--- src/rtl/uart_tx_fifo_if.sv ---
`default_nettype none
// +-----------------------------------------------------------------------------+
// | Module   : uart_tx_fifo_if                                                  |
// | Brief    : Core-side write port and status bundle of the UART transmitter.  |
// | Revision : 1.0 - initial release                                            |
// +-----------------------------------------------------------------------------+
interface uart_tx_fifo_if #(
  parameter int FIFO_DEPTH = 16
);
  localparam int c_lvl_w = $clog2(FIFO_DEPTH) + 1;

  logic               uart_wr_i;
  logic [7:0]         uart_dat_i;
  logic               uart_full_o;
  logic               uart_empty_o;
  logic               uart_busy_o;
  logic [c_lvl_w-1:0] uart_level_o;

  modport master (
    output uart_wr_i, uart_dat_i,
    input  uart_full_o, uart_empty_o, uart_busy_o, uart_level_o
  );

  modport slave (
    input  uart_wr_i, uart_dat_i,
    output uart_full_o, uart_empty_o, uart_busy_o, uart_level_o
  );
endinterface
`default_nettype wire

--- src/rtl/uart_tx_fifo.sv ---
`default_nettype none
// +-----------------------------------------------------------------------------+
// | Module   : uart_tx_fifo                                                     |
// | Brief    : Buffered UART transmitter, 5..8 data bits, parity, 1/2 stops.    |
// |            UART_TX_FIFO_EN selects the FIFO; otherwise one holding register.|
// | Revision : 1.0 - initial release                                            |
// +-----------------------------------------------------------------------------+
module uart_tx_fifo #(
  parameter int CLK_HZ     = 100_000_000,
  parameter int BAUD       = 115200,
  parameter int DATA_BITS  = 8,
  parameter int PARITY     = 0,
  parameter int STOP_BITS  = 1,
  parameter int FIFO_DEPTH = 16
) (
  input  wire            sys_clk_i,
  input  wire            sys_rst_n_i,
  uart_tx_fifo_if.slave  bus,
  output logic           uart_tx_o
);

  localparam int c_div   = (CLK_HZ + BAUD / 2) / BAUD;
  localparam int c_cnt_w = (c_div > 1) ? $clog2(c_div) : 1;
  localparam int c_lvl_w = $clog2(FIFO_DEPTH) + 1;

  localparam logic [c_cnt_w-1:0] c_div_last  = c_cnt_w'(c_div - 1);
  localparam logic [2:0]         c_last_bit  = 3'(DATA_BITS - 1);
  localparam logic               c_last_stop = 1'(STOP_BITS - 1);
  localparam logic               c_par_odd   = (PARITY == 1);

  typedef enum logic [2:0] {
    ST_IDLE   = 3'd0,
    ST_START  = 3'd1,
    ST_DATA   = 3'd2,
    ST_PARITY = 3'd3,
    ST_STOP   = 3'd4
  } state_t;

  state_t                 r_state, w_state_n;
  logic                   r_tx, w_tx_n;
  logic [DATA_BITS-1:0]   r_shift, w_shift_n;
  logic [2:0]             r_bit_idx, w_bit_idx_n;
  logic                   r_stop_idx, w_stop_idx_n;
  logic                   r_par, w_par_n;
  logic [c_cnt_w-1:0]     r_cnt, w_cnt_n;

  logic                   w_tick;
  logic                   w_start;
  logic                   w_pop;
  logic                   w_full;
  logic                   w_empty;
  logic                   w_wr_acc;
  logic [DATA_BITS-1:0]   w_head;
  logic                   w_unused_dat;

  // Data bits above DATA_BITS-1 are deliberately dropped.
  assign w_unused_dat = ^bus.uart_dat_i;

  assign w_wr_acc = bus.uart_wr_i && !w_full;

`ifdef UART_TX_FIFO_EN
  localparam int                 c_ptr_w    = $clog2(FIFO_DEPTH);
  localparam logic [c_lvl_w-1:0] c_full_lvl = c_lvl_w'(FIFO_DEPTH);

  logic [DATA_BITS-1:0] r_mem [FIFO_DEPTH];
  logic [c_ptr_w-1:0]   r_wr_ptr;
  logic [c_ptr_w-1:0]   r_rd_ptr;
  logic [c_lvl_w-1:0]   r_level;

  assign w_full  = (r_level == c_full_lvl);
  assign w_empty = (r_level == '0);
  assign w_head  = r_mem[r_rd_ptr];
  assign bus.uart_level_o = r_level;

  always_ff @(negedge sys_clk_i) begin
    if (w_wr_acc) begin
      r_mem[r_wr_ptr] <= bus.uart_dat_i[DATA_BITS-1:0];
    end
  end

  // Pointers wrap naturally; the level alone tells full from empty.
  always_ff @(negedge sys_clk_i or negedge sys_rst_n_i) begin
    if (!sys_rst_n_i) begin
      r_wr_ptr <= '0;
      r_rd_ptr <= '0;
      r_level  <= '0;
    end else begin
      if (w_wr_acc) begin
        r_wr_ptr <= r_wr_ptr + 1'b1;
      end
      if (w_pop) begin
        r_rd_ptr <= r_rd_ptr + 1'b1;
      end
      case ({w_wr_acc, w_pop})
        2'b10:   r_level <= r_level + 1'b1;
        2'b01:   r_level <= r_level - 1'b1;
        default: r_level <= r_level;
      endcase
    end
  end
`else
  logic                 r_hold_vld;
  logic [DATA_BITS-1:0] r_hold;

  assign w_full  = r_hold_vld;
  assign w_empty = !r_hold_vld;
  assign w_head  = r_hold;
  assign bus.uart_level_o = {{(c_lvl_w-1){1'b0}}, r_hold_vld};

  // A write is only accepted while empty, so it can never coincide with a pop.
  always_ff @(negedge sys_clk_i or negedge sys_rst_n_i) begin
    if (!sys_rst_n_i) begin
      r_hold_vld <= 1'b0;
      r_hold     <= '0;
    end else if (w_wr_acc) begin
      r_hold_vld <= 1'b1;
      r_hold     <= bus.uart_dat_i[DATA_BITS-1:0];
    end else if (w_pop) begin
      r_hold_vld <= 1'b0;
    end
  end
`endif

  assign bus.uart_full_o  = w_full;
  assign bus.uart_empty_o = w_empty;
  assign bus.uart_busy_o  = (r_state != ST_IDLE) || !w_empty;
  assign uart_tx_o        = r_tx;

  assign w_tick = (r_cnt == c_div_last);

  always_ff @(negedge sys_clk_i or negedge sys_rst_n_i) begin
    if (!sys_rst_n_i) begin
      r_state    <= ST_IDLE;
      r_tx       <= 1'b1;
      r_shift    <= '0;
      r_bit_idx  <= '0;
      r_stop_idx <= 1'b0;
      r_par      <= 1'b0;
      r_cnt      <= '0;
    end else begin
      r_state    <= w_state_n;
      r_tx       <= w_tx_n;
      r_shift    <= w_shift_n;
      r_bit_idx  <= w_bit_idx_n;
      r_stop_idx <= w_stop_idx_n;
      r_par      <= w_par_n;
      r_cnt      <= w_cnt_n;
    end
  end

  always_comb begin
    w_state_n    = r_state;
    w_tx_n       = r_tx;
    w_shift_n    = r_shift;
    w_bit_idx_n  = r_bit_idx;
    w_stop_idx_n = r_stop_idx;
    w_par_n      = r_par;
    w_cnt_n      = (r_state == ST_IDLE || w_tick) ? '0 : r_cnt + 1'b1;
    w_start      = 1'b0;

    case (r_state)
      ST_IDLE: begin
        w_start = !w_empty;
      end
      ST_START: begin
        if (w_tick) begin
          w_tx_n      = r_shift[0];
          w_shift_n   = r_shift >> 1;
          w_bit_idx_n = '0;
          w_state_n   = ST_DATA;
        end
      end
      ST_DATA: begin
        if (w_tick) begin
          if (r_bit_idx == c_last_bit) begin
            if (PARITY != 0) begin
              w_tx_n    = r_par;
              w_state_n = ST_PARITY;
            end else begin
              w_tx_n       = 1'b1;
              w_stop_idx_n = 1'b0;
              w_state_n    = ST_STOP;
            end
          end else begin
            w_tx_n      = r_shift[0];
            w_shift_n   = r_shift >> 1;
            w_bit_idx_n = r_bit_idx + 1'b1;
          end
        end
      end
      ST_PARITY: begin
        if (w_tick) begin
          w_tx_n       = 1'b1;
          w_stop_idx_n = 1'b0;
          w_state_n    = ST_STOP;
        end
      end
      ST_STOP: begin
        if (w_tick) begin
          if (r_stop_idx == c_last_stop) begin
            w_start   = !w_empty;
            w_state_n = ST_IDLE;
          end else begin
            w_stop_idx_n = r_stop_idx + 1'b1;
          end
        end
      end
      default: begin
        w_state_n = ST_IDLE;
        w_tx_n    = 1'b1;
      end
    endcase

    // Loading the next byte straight out of STOP leaves no idle gap on the line.
    if (w_start) begin
      w_shift_n = w_head;
      w_par_n   = (^w_head) ^ c_par_odd;
      w_tx_n    = 1'b0;
      w_cnt_n   = '0;
      w_state_n = ST_START;
    end
  end

  assign w_pop = w_start;

endmodule
`default_nettype wire

--- src/flat_wrapper.sv ---
// flat-port wrapper written by rule: the top's interface ports become plain ports
module uart_tx_fifo_flat 
#(
  parameter int CLK_HZ     = 100_000_000,
  parameter int BAUD       = 115200,
  parameter int DATA_BITS  = 8,
  parameter int PARITY     = 0,
  parameter int STOP_BITS  = 1,
  parameter int FIFO_DEPTH = 16
)
  (sys_clk_i, sys_rst_n_i, uart_tx_o, bus_uart_wr_i, bus_uart_dat_i, bus_uart_full_o, bus_uart_empty_o, bus_uart_busy_o, bus_uart_level_o);
  uart_tx_fifo_if #(.FIFO_DEPTH(FIFO_DEPTH)) bus_i ();
  input  wire sys_clk_i;
  input  wire sys_rst_n_i;
  output logic uart_tx_o;
  input wire logic [$bits(bus_i.uart_wr_i)-1:0] bus_uart_wr_i;
  input wire logic [$bits(bus_i.uart_dat_i)-1:0] bus_uart_dat_i;
  output wire logic [$bits(bus_i.uart_full_o)-1:0] bus_uart_full_o;
  output wire logic [$bits(bus_i.uart_empty_o)-1:0] bus_uart_empty_o;
  output wire logic [$bits(bus_i.uart_busy_o)-1:0] bus_uart_busy_o;
  output wire logic [$bits(bus_i.uart_level_o)-1:0] bus_uart_level_o;
  assign bus_i.uart_wr_i = bus_uart_wr_i;
  assign bus_i.uart_dat_i = bus_uart_dat_i;
  assign bus_uart_full_o = bus_i.uart_full_o;
  assign bus_uart_empty_o = bus_i.uart_empty_o;
  assign bus_uart_busy_o = bus_i.uart_busy_o;
  assign bus_uart_level_o = bus_i.uart_level_o;
  uart_tx_fifo #(.CLK_HZ(CLK_HZ), .BAUD(BAUD), .DATA_BITS(DATA_BITS), .PARITY(PARITY), .STOP_BITS(STOP_BITS), .FIFO_DEPTH(FIFO_DEPTH)) u_core (.sys_clk_i(sys_clk_i), .sys_rst_n_i(sys_rst_n_i), .bus(bus_i), .uart_tx_o(uart_tx_o));
endmodule
--- config.mk ---
export PLATFORM = sky130hd
export DESIGN_NAME = uart_tx_fifo_flat
export DESIGN_NICKNAME = d
export VERILOG_FILES = /design/src/rtl/uart_tx_fifo_if.sv /design/src/rtl/uart_tx_fifo.sv /design/src/flat_wrapper.sv
export SDC_FILE = /design/constraint.sdc
export NUM_CORES = 1
export LEC_CHECK = 0
export CAP_MARGIN = 20
export CORE_ASPECT_RATIO = 0.9
export CORE_MARGIN = 2
export CORE_UTILIZATION = 30
export DETAILED_ROUTE_END_ITERATION = 16
export GPL_TIMING_DRIVEN = 0
export PLACE_DENSITY = 0.59
export REMOVE_ABC_BUFFERS = 1
export SLEW_MARGIN = 40
export SYNTH_ARGS = -nofsm -noshare
export SYNTH_HDL_FRONTEND = slang
export SYNTH_SLANG_ARGS = --single-unit
--- constraint.sdc ---
create_clock -name sys_clk_i -period 2.4 [get_ports sys_clk_i]
set_input_delay 0.48 -clock sys_clk_i [delete_from_list [all_inputs] [get_ports sys_clk_i]]
set_output_delay 0.48 -clock sys_clk_i [all_outputs]
set_load 0.01 [all_outputs]
==> metrics.csv <==
metric,value,unit
CTS Hold Bufs,0,
Setup CP Type,reg2out,
pwr/cell area,637.8,nW/um^2
"leading cell type in the layout, fill and taps excluded",dfrtn_1,
WHS Path Cells,1,
Main synth FF type,dfrtn_1,
sequential area share after synthesis,52.10,%
Setup crit start kind,flip-flop,
Final WS setup,-0.2703,ns
Ports,20,
pre-CTS setup slack,-0.9727,ns
Syn Std Cell Area,1635,sq um
vias in the first global route,1188,
via count,1233,
arrival time worst endpoint,2.19,ns
diode count,0,
drt wl/cell,13.61,um
DRC violations left,0,
Pre-antenna DRT Iters,4,
Total Wirelength,3416,um
Final Hold Vio Count,0,
CTS Buf Count,5,
syn_area_per_cell,10.69,sq um
P_leak,0.0008933,uW
clk slew on worst S/H paths,0.05,ns
share of cells above drive strength 1,26.09,%
Hold Path Class,reg2reg,
fin. max-slew vios,0,
status,"complete, but fails checks",
Die W,81.83,um
Final Cell Area,2101,sq um
die area,6059,sq um
Reg area,852.1,sq um
Yosys Warn Count,0,
DR iter-0 viols,68,
RSZ-0062 raised after global routing,yes,
placer congestion estimate,0.8165,
failing checks,setup timing,
Fillers,519,
post-synthesis register bit count,34,
"Distinct cells, synth",37,
multi-input logic area,773.2,sq um
final setup violation count,5,
Final Skew,0.05905,ns
Hold Worst Slack,0.4499,ns
Total GRT Usage,12.46,%
worst-skew pair later-pin latency,0.34,ns
first-pass GRT wire length,5685,um
CTS tree,yes,
CTS sink count,34,
most frequent cells in the layout,"dfrtn_1 (33), nor2_1 (15), buf_4 (12)",
initial antenna violation count,0,
CTS H-tree depth,2,
DP Wirelength,2180,um
Final ANT Viol Nets,0,
max cap viols,0,
via-per-instance ratio,4.912,
area delta synth->final,28.46,%
"Req. time, crit path",1.92,ns
CP endpoint kind,output port,
core area,5255,sq um
root buffer cell,clkbuf_8,
VDD IR max,260.8,uV
clock buffer depth,2,
DP Area,1839,sq um
"FFs w/ async S/R, synth",100.0,%
Starting Density,31.12,%
Final Net Count,197,
Crit Path Max Fanout,3,
Die Height,74.05,um
"EDFF count, synth",0,
synthesized instance count,153,
number of I/O port buffers,15,
pin count of the biggest net entering global routing,23,
row cnt,25,
total grt overflow,0,
worst reg-to-reg path cell count,5,
[repair_timing]
item	CTS	global route
gates cloned	1	1
resized for setup	31	10
setup endpoints to repair	19	16
setup buffers	9	3
pin swaps	2	1
[path summary, 6_finish.rpt]
kind                                         from                  end  slack [ns]
setup / recovery           u_core.bus.uart_full_o      bus_uart_full_o       -0.27
hold / removal                   u_core.r_hold[5]     u_core.r_hold[5]        0.45
setup reg to reg                  u_core.r_cnt[1]    u_core.r_shift[5]        0.12
hold reg to reg                  u_core.r_hold[5]     u_core.r_hold[5]        0.45
max in group asynchronous             sys_rst_n_i    u_core.r_state[1]        0.76
min in group asynchronous             sys_rst_n_i  u_core.r_bit_idx[1]        1.18
[where the power goes]
group | internal (uW) | leakage (uW) | switching (uW)
Combinational | 98.7 | 0.000410 | 48.2
Clock | 313 | 0.0000578 | 204
Sequential | 642 | 0.000425 | 34.4
[layer usage]
layer	GRT usage [%]	up-vias	share of wire, %
li1	-	596	-
met2	17.34	30	41
met5	0	-	0
met1	17.89	600	53
met4	5.556	0	1.8
met3	3.641	7	5.0
[critical path, stage by stage, from the launching register on]
cell	delay [ns]
dfrtn_1	0.45
buf_4	0.14
buf_2	0.12
[synthesized netlist by cell type (all sizes together), types with 3 or more instances]
master	n	area (sq um)
mux2	8	90.09
nand2	6	22.52
or3	6	42.54
nor3	3	15.01
xnor2	6	52.55
ha	3	37.54
dfrtn	33	825.8
inv	6	22.52
buf	6	48.80
nor2b	3	18.77
o221a	5	56.30
and3	3	18.77
a21oi	4	20.02
nand3	7	35.03
o21ai	12	63.81
clkbuf	4	15.01
nor2	16	60.06
[sequential cells by signal, indices dropped and copies added, names as in the netlist]
register and flops:
u_core.r_shift 8, u_core.bus.uart_full_o 1, u_core.r_hold 8, u_core.uart_tx_o 1, u_core.r_state 3, u_core.r_cnt 10, u_core.r_bit_idx 3
[area by class of cell]
class / count / area share (%)
Clock buffer: 7 / 3.633
Multi-Input combinational cell: 108 / 36.81
Clock inverter: 2 / 1.608
Inverter: 5 / 0.8934
Sequential cell: 34 / 40.56
Tap cell: 67 / 3.990
Timing Repair Buffer: 28 / 12.51
[kinds of logic after synthesis]
logic type / count (synthesis) / share of synthesized area, %
multiplexers: 8 / 5.509
buffers and inverters: 16 / 5.279
adder cells (fa/ha/maj): 3 / 2.296
AND/OR/NAND/NOR: 53 / 17.14
XOR/XNOR: 8 / 4.285
flip-flops: 34 / 52.10
other: 1 / 0.2293
AO/OA/AOI/OAI: 30 / 13.16
[per-stage QoR]
step                instances  power [uW]  setup TNS [ns]  util, %
detailed placement        229       802.1          -10.57    35.00
finish                    251        1340          -1.228    39.98
floorplan                 146       740.9          -2.200        -
CTS                       247        1335          -1.205    38.74
global route              251        1409          -1.447    39.98
global placement          228       791.6          -44.60    34.57
Power figures use the tool's default switching activity.
